==> src/rtl/aes_if_pkg.sv <==
// Shared sizes and FSM state type for the AES word-stream front/back-end.
package aes_if_pkg;

    localparam int unsigned WORDS_PER_BLOCK = 4;
    localparam int unsigned AES_BLK_W       = 128;

    typedef enum logic [1:0] {
        LOAD   = 2'd0,
        SETTLE = 2'd1,
        DRAIN  = 2'd2
    } state_t;

endpackage

==> src/rtl/aes_word_unpacker.sv <==
// Holds one captured ciphertext block and streams it out MSW first as
// 32-bit words with valid/ready; flags the last word and its handshake.
module aes_word_unpacker
    import aes_if_pkg::*;
#(
    parameter int unsigned WORD_W = 32
) (
    input  logic                 clk,
    input  logic                 rst,
    input  logic                 load,
    input  logic [AES_BLK_W-1:0] block,
    input  logic                 active,
    input  logic                 out_ready,
    output logic [WORD_W-1:0]    out_data,
    output logic                 out_valid,
    output logic                 out_last,
    output logic                 last_hs
);

    logic [WORDS_PER_BLOCK-1:0][WORD_W-1:0] cipher_q;
    logic [1:0]                             out_idx;
    logic                                   hs;

    // Capture the block and rewind to word 0; step one word per handshake.
    always_ff @(posedge clk) begin
        if (rst) begin
            cipher_q <= '0;
            out_idx  <= '0;
        end else if (load) begin
            cipher_q <= block;
            out_idx  <= '0;
        end else if (hs) begin
            out_idx <= out_idx + 2'd1;
        end
    end

    // Word k lives in cipher_q[3-k]; outputs are pure functions of registers,
    // so they hold while the consumer stalls.
    always_comb begin
        out_valid = active;
        out_last  = active && (out_idx == 2'd3);
        out_data  = cipher_q[2'd3 - out_idx];
        hs        = active && out_ready;
        last_hs   = hs && (out_idx == 2'd3);
    end

endmodule

==> src/rtl/aes_word_stream_if.sv <==
// Word-stream wrapper around a combinational AES-128 core: packs key and
// plaintext words, holds them for a settle window, captures the cipher and
// hands it to the unpacker for word-wise output.
module aes_word_stream_if
    import aes_if_pkg::*;
#(
    parameter int unsigned SETTLE_CYCLES = 4,
    parameter int unsigned WORD_W        = 32
) (
    input  logic                 clk,
    input  logic                 rst,
    input  logic [WORD_W-1:0]    in_data,
    input  logic                 in_is_key,
    input  logic                 in_valid,
    output logic                 in_ready,
    output logic [AES_BLK_W-1:0] plain_q,
    output logic [AES_BLK_W-1:0] key_q,
    input  logic [AES_BLK_W-1:0] cipher,
    output logic [WORD_W-1:0]    out_data,
    output logic                 out_last,
    output logic                 out_valid,
    input  logic                 out_ready,
    output logic                 key_loaded,
    output logic                 busy
);

    localparam logic [7:0] SETTLE_LAST = 8'(SETTLE_CYCLES - 1);
    localparam logic [2:0] FULL_CNT    = 3'(WORDS_PER_BLOCK);
    localparam logic [2:0] KEY_LAST    = 3'(WORDS_PER_BLOCK - 1);

    state_t state, state_next;

    logic [2:0] plain_cnt;
    logic [2:0] key_cnt;
    logic [7:0] settle_cnt;
    logic [WORDS_PER_BLOCK-1:0][WORD_W-1:0] plain_w;
    logic [WORDS_PER_BLOCK-1:0][WORD_W-1:0] key_w;

    logic block_ready;
    logic in_hs;
    logic capture;
    logic drain_active;
    logic last_hs;

    assign plain_q     = plain_w;
    assign key_q       = key_w;
    assign block_ready = (plain_cnt == FULL_CNT) && key_loaded;
    assign in_hs       = in_valid && in_ready;

    // State register.
    always_ff @(posedge clk) begin
        if (rst) begin
            state <= LOAD;
        end else begin
            state <= state_next;
        end
    end

    // Next state, input acceptance and per-state strobes.
    always_comb begin
        state_next   = state;
        in_ready     = 1'b0;
        busy         = 1'b1;
        capture      = 1'b0;
        drain_active = 1'b0;
        case (state)
            LOAD: begin
                busy     = 1'b0;
                in_ready = !block_ready && (in_is_key || (plain_cnt < FULL_CNT));
                if (block_ready) begin
                    state_next = SETTLE;
                end
            end
            SETTLE: begin
                if (settle_cnt == SETTLE_LAST) begin
                    capture    = 1'b1;
                    state_next = DRAIN;
                end
            end
            DRAIN: begin
                drain_active = 1'b1;
                if (last_hs) begin
                    state_next = LOAD;
                end
            end
            default: state_next = LOAD;
        endcase
    end

    // Settle window counter: cleared on entry to SETTLE, counts while in it.
    always_ff @(posedge clk) begin
        if (rst) begin
            settle_cnt <= '0;
        end else if (state == LOAD && block_ready) begin
            settle_cnt <= '0;
        end else if (state == SETTLE) begin
            settle_cnt <= settle_cnt + 8'd1;
        end
    end

    // Input packing: word k lands in slot 3-k (MSW first); a new key load
    // drops key_loaded until its fourth word arrives.
    always_ff @(posedge clk) begin
        if (rst) begin
            plain_cnt  <= '0;
            key_cnt    <= '0;
            key_loaded <= 1'b0;
            plain_w    <= '0;
            key_w      <= '0;
        end else begin
            if (last_hs) begin
                plain_cnt <= '0;
            end
            if (in_hs) begin
                if (in_is_key) begin
                    key_w[2'd3 - key_cnt[1:0]] <= in_data;
                    if (key_cnt == 3'd0) begin
                        key_loaded <= 1'b0;
                    end
                    if (key_cnt == KEY_LAST) begin
                        key_cnt    <= '0;
                        key_loaded <= 1'b1;
                    end else begin
                        key_cnt <= key_cnt + 3'd1;
                    end
                end else begin
                    plain_w[2'd3 - plain_cnt[1:0]] <= in_data;
                    plain_cnt <= plain_cnt + 3'd1;
                end
            end
        end
    end

    aes_word_unpacker #(
        .WORD_W (WORD_W)
    ) u_unpacker (
        .clk       (clk),
        .rst       (rst),
        .load      (capture),
        .block     (cipher),
        .active    (drain_active),
        .out_ready (out_ready),
        .out_data  (out_data),
        .out_valid (out_valid),
        .out_last  (out_last),
        .last_hs   (last_hs)
    );

endmodule

==> config.mk <==
export PLATFORM = sky130hd
export DESIGN_NAME = aes_word_stream_if
export DESIGN_NICKNAME = d
export VERILOG_FILES = /design/src/rtl/aes_if_pkg.sv /design/src/rtl/aes_word_unpacker.sv /design/src/rtl/aes_word_stream_if.sv
export SDC_FILE = /design/constraint.sdc
export NUM_CORES = 1
export LEC_CHECK = 0
export CORE_MARGIN = 3
export CORE_UTILIZATION = 30
export DETAILED_ROUTE_END_ITERATION = 7
export DONT_BUFFER_PORTS = 1
export PLACE_DENSITY_LB_ADDON = 0.05
export SLEW_MARGIN = 20
export SYNTH_ARGS = -nofsm -noshare
export SYNTH_HDL_FRONTEND = slang
export SYNTH_SLANG_ARGS = --single-unit
==> constraint.sdc <==
create_clock -name clk -period 1.81 [get_ports clk]
set_input_delay 0.181 -clock clk [delete_from_list [all_inputs] [get_ports clk]]
set_output_delay 0.181 -clock clk [all_outputs]
set_load 0.02 [all_outputs]
==> results of run 1 <==
[per-stage QoR]
stage,utilization [%],area [um2],hold slack (ns)
detailed placement,32.1,18200,0.336
floorplan,-,17400,0.336
global placement,32.1,18200,0.342
[logic make-up after synthesis]
logic type	after synthesis	share of synthesized area, %
fa+ha+maj	10	0.720
buf+inv	152	3.99
compound gates	25	0.842
simple gates	599	21.6
xor+xnor	2	0.101
mux	418	26.4
flops	403	46.4
[synthesized netlist by cell type (3+ instances only)]
| library cell | instances | area share [%] |
|---|---|---|
| sky130_fd_sc_hd__a21oi_1 | 12 | 0.35 |
| sky130_fd_sc_hd__buf_1 | 32 | 0.69 |
| sky130_fd_sc_hd__buf_2 | 32 | 0.92 |
| sky130_fd_sc_hd__buf_6 | 10 | 0.65 |
| sky130_fd_sc_hd__clkbuf_1 | 68 | 1.5 |
| sky130_fd_sc_hd__dfxtp_1 | 403 | 46 |
| sky130_fd_sc_hd__ha_1 | 10 | 0.72 |
| sky130_fd_sc_hd__inv_1 | 8 | 0.17 |
| sky130_fd_sc_hd__mux2i_1 | 386 | 22 |
| sky130_fd_sc_hd__mux4_2 | 32 | 4.1 |
| sky130_fd_sc_hd__nand2_1 | 4 | 0.086 |
| sky130_fd_sc_hd__nand2b_1 | 547 | 20 |
| sky130_fd_sc_hd__nand3_1 | 11 | 0.32 |
| sky130_fd_sc_hd__nand4_1 | 3 | 0.11 |
| sky130_fd_sc_hd__nor2_1 | 5 | 0.11 |
| sky130_fd_sc_hd__nor3_1 | 3 | 0.086 |
| sky130_fd_sc_hd__o21ai_0 | 6 | 0.17 |
| sky130_fd_sc_hd__or3_1 | 6 | 0.22 |
==> flow_metrics.py, run 1 <==
metrics = {
    "status": {
        "run_status": "stopped before the end",
        "stop_stage": "clock tree synthesis (4_1_cts)",
        "toolErrorMsg": "[ERROR RSZ-0060] Max buffer count reached.",
    },
    "placement": {
        "pre_cts_slack_ns": -0.109,
        "io_buffers": 0,
        "dp_hpwl_um": 35200,
        "dp_cells": 2258,
        "finalWeightedCongestion": 0.725,
    },
    "yosys": {
        "synthesis.yosys.warnings": 0,
        "netlist_area_um2": 17400,
        "postSynth.topFlopCell": "sky130_fd_sc_hd__dfxtp_1",
        "synthCells": 1609,
        "edff_count_synth": 0,
        "synth_fp_nets": 1784,
        "synth_sequential_area_ratio_pct": 46.4,
        "avg_cell_area_syn_um2": 10.8,
        "asyncSetResetFlopFracSynth_pct": 0,
        "ys_types": 41,
        "synth-seq-cells": 403,
    },
    "clock_network": {
        "clock_sinks": 403,
        "cts-root-to-sink-buffers": 3,
        "cts-htree-levels": 2,
        "postCtsResizedCells": 61,
        "cts_setup_buffers": 29,
        "clock-root-buffer": "sky130_fd_sc_hd__clkbuf_16",
        "cts_hold_buf": 479,
        "cts-buffers-inserted": 48,
    },
    "floorplanning": {
        "io-pin-count": 458,
        "die-width_um": 247,
        "die-height_um": 247,
        "num_rows": 87,
        "start_util_pct": 30.6,
    },
}
==> inputs of run 2 (changes only) <==
--- a/config.mk
+++ b/config.mk
@@ -6,10 +6,10 @@
 export NUM_CORES = 1
 export LEC_CHECK = 0
 export CORE_MARGIN = 3
-export CORE_UTILIZATION = 30
+export CORE_UTILIZATION = 20
 export DETAILED_ROUTE_END_ITERATION = 7
 export DONT_BUFFER_PORTS = 1
-export PLACE_DENSITY_LB_ADDON = 0.05
+export PLACE_DENSITY_LB_ADDON = 0.15
 export SLEW_MARGIN = 20
 export SYNTH_ARGS = -nofsm -noshare
 export SYNTH_HDL_FRONTEND = slang
==> constraint.sdc (replaced) <==
create_clock -name clk -period 2.35 [get_ports clk]
set_input_delay 0.235 -clock clk [delete_from_list [all_inputs] [get_ports clk]]
set_output_delay 0.235 -clock clk [all_outputs]
set_load 0.02 [all_outputs]
==> run 2 against run 1 <==
Net effect: the flow now finishes, with violations (hold timing); area after synthesis did not move; synthesized cell count did not move.
==> flow_metrics.py, run 2 <==
metrics = {
    "sta": {
        "finClkSkew_ns": 0.0414,
        "rsz0062_at_grt": "no",
        "finalSetupViolations": 0,
        "post-route-period-util_pct": 96.1,
        "maxClockFrequency_ghz": 0.443,
        "max_slew.worst_pin.slew_ns": 0.949,
        "whs_ns": -0.00148,
        "worst_slew_margin_rel_pct": 36.7,
        "tns_ns": 0,
        "final_count_of_pins_violating_max_slew": 0,
        "final_period_minus_worst_setup_slack_ns": 2.26,
        "final_hold_viol_count": 1,
    },
    "yosys": {
        "synth.top_cell.area_share_pct": 46.4,
        "synth.largest_area_cell": "sky130_fd_sc_hd__dfxtp_1",
        "synth-seq-cells": 403,
        "post-synth-top-count-cell": "sky130_fd_sc_hd__nand2b_1",
        "synth_sequential_area_ratio_pct": 46.4,
        "synthesis.yosys.warnings": 0,
        "netlist_area_um2": 17400,
        "postSynth.topFlopCell": "sky130_fd_sc_hd__dfxtp_1",
        "netlist_top_cells_count": "sky130_fd_sc_hd__nand2b_1, sky130_fd_sc_hd__dfxtp_1, sky130_fd_sc_hd__mux2i_1",
        "synth_fp_nets": 1784,
        "ys_types": 41,
        "asyncSetResetFlopFracSynth_pct": 0,
        "synth_top_cells_by_area": "sky130_fd_sc_hd__dfxtp_1, sky130_fd_sc_hd__mux2i_1, sky130_fd_sc_hd__nand2b_1",
        "synthCells": 1609,
        "avg_cell_area_syn_um2": 10.8,
        "edff_count_synth": 0,
    },
    "floorplanning": {
        "num_rows": 107,
        "start_util_pct": 20.3,
        "die-width_um": 301,
        "io-pin-count": 458,
        "core_area_um2": 85700,
        "die_area_um2": 90500,
        "die-height_um": 301,
    },
    "power": {
        "power_density_relative_to_cell_area_nw_per_um2": 655,
        "post-layout-total-power_w": 0.0163,
        "power.ir.vdd_worst_uv": 452,
        "p_leak_nw": 9.34,
    },
    "drt": {
        "drcViolationCount": 0,
        "wl_per_cell_um": 19.2,
        "via_count": 13000,
        "detail_route.iter0.violations": 468,
        "antenna_left": 0,
        "drt_pre_antenna_iters": 5,
        "routed_wl_um": 61200,
        "vias_per_cell": 4.10,
    },
    "finish": {
        "nFillCells": 8936,
        "synthToLayoutAreaGrowth_pct": 43.0,
        "ff_latch_area_um2": 8070,
        "final_design_area_excluding_fillers_um2": 24900,
        "most-common-layout-cells": "sky130_fd_sc_hd__nand2b_1, sky130_fd_sc_hd__dlygate4sd3_1, sky130_fd_sc_hd__dfxtp_1, sky130_fd_sc_hd__mux2i_1, sky130_fd_sc_hd__clkbuf_16",
        "multi_input_area_um2": 8700,
        "layout.cells.most_common": "sky130_fd_sc_hd__nand2b_1",
        "finish.net_count": 2171,
        "layout-drive-gt1-share_pct": 7.63,
    },
    "clock_network": {
        "cts_setup_buffers": 0,
        "clock_tree_from_tritoncts": "built",
        "worst_skew_pair.late_latency_ns": 0.60,
        "clock-root-buffer": "sky130_fd_sc_hd__clkbuf_16",
        "clock_sinks": 403,
        "cts-root-to-sink-buffers": 3,
        "cts-htree-levels": 2,
        "clk_pin_slew_ns": 0.06,
        "cts-buffers-inserted": 52,
    },
    "grt": {
        "vias_in_the_first_global_route": 13500,
        "global_route.usage.total_pct": 13.1,
        "largest_net_degree_at_the_start_of_global_routing": 346,
        "overflow": 0,
        "grt_pass1_wl_um": 90100,
        "antenna_violations_before_repair": 5,
    },
    "worst_setup_path": {
        "worst_path_max_delay_cell": "sky130_fd_sc_hd__dlygate4sd3_1",
        "crit_cells": 5,
        "timing.critical_path.from_type": "flop",
        "crit_chain": "ha_1 > or4b_1 > or3_1 > a21oi_1 > dlygate4sd3_1",
        "worstRegToRegCells": 5,
        "critical_path.max_fanout": 4,
        "max_stage_delay_ns": 0.56,
        "cp.arrival_ns": 2.77,
        "critical-path-top-delay-family": "simple AND/OR/NAND/NOR gates",
        "setup.worst_path.end_class": "flop",
        "setup.worst_path.class": "reg -> reg",
        "timing.critical_path.required_ns": 2.86,
        "crit_buf_inv": 1,
    },
    "placement": {
        "dp_hpwl_um": 38800,
        "finalWeightedCongestion": 0.747,
        "placedInstanceArea_um2": 18600,
        "io_buffers": 0,
    },
    "hold_path": {
        "hold-path-cell-count": 2,
        "hp-class": "in -> reg",
    },
    "flow_run": {
        "max-cap-violations": 0,
    },
    "status": {
        "violated_checks": "hold timing",
        "run_status": "complete, but fails checks",
    },
}
-- run 2: final cells by class --
cell class / instances / share of cell area (%)
well taps: 1144 / 5.76
multi-input cells: 1054 / 35.0
repair buffers: 477 / 19.6
diodes: 5 / 0.0503
clock inverters: 12 / 0.830
clock buffers: 77 / 6.22
inverters: 8 / 0.121
flip-flops and latches: 403 / 32.5
-- run 2: path summary, 6_finish.rpt --
kind / startpoint / endpoint / slack, ns
worst min register to register: u_unpacker.cipher_q[63]$_SDFFE_PP0P_ / u_unpacker.cipher_q[63]$_SDFFE_PP0P_ / 0.47
worst max register to register: settle_cnt[0]$_SDFFE_PP0N_ / state[1]$_SDFFE_PP0P_ / 0.09
worst max-delay path: settle_cnt[0]$_SDFFE_PP0N_ / state[1]$_SDFFE_PP0P_ / 0.09
worst min-delay path: cipher[31] / u_unpacker.cipher_q[31]$_SDFFE_PP0P_ / -0.001
-- run 2: routing by layer --
metal	vias up	routed length [um]	GRT usage, %
met4	2	1700	4.20
met5	-	10	0
met2	292	31300	23.8
li1	6153	-	-
met1	6494	24200	14.7
met3	94	3980	3.60
-- run 2: cell families after synthesis --
family	Yosys count	share of synthesized area (%)
XOR/XNOR	2	0.101
flip-flops	403	46.4
buffers and inverters	152	3.99
multiplexers	418	26.4
AND/OR/NAND/NOR	599	21.6
adder cells (fa/ha/maj)	10	0.720
AO/OA/AOI/OAI	25	0.842
-- run 2: worst register-to-register path, stage by stage, from the launching register on --
cell	delay, ns
sky130_fd_sc_hd__dfxtp_1	0.37
sky130_fd_sc_hd__ha_1	0.19
sky130_fd_sc_hd__or4b_1	0.53
sky130_fd_sc_hd__or3_1	0.41
sky130_fd_sc_hd__a21oi_1	0.13
sky130_fd_sc_hd__dlygate4sd3_1	0.56
-- run 2: report_power, final --
part / switching (W) / total (W) / internal (W)
registers: 0.000194 / 0.00712 / 0.00693
clock network: 0.00319 / 0.00816 / 0.00497
logic: 0.000389 / 0.000994 / 0.000605
-- run 2: repair_timing --
item,4_1_cts,5_1_grt
hold buffers,448,0
resized for setup,1,3
endpoints found under the hold margin,395,0
setup endpoints to repair,1,4
-- run 2: metrics by stage --
step	instances	setup slack [ns]	hold WS [ns]	utilization, %
final	3180	0.0907	-0.00148	29.0
after floorplan	1609	0.518	0.390	-
after CTS	3175	0.0479	0.00601	29.0
after global routing	3178	0.00422	0.0354	29.0
after global placement	2638	0.266	0.396	21.7
after detailed placement	2638	0.192	0.400	21.7
Power figures use the tool's default switching activity.
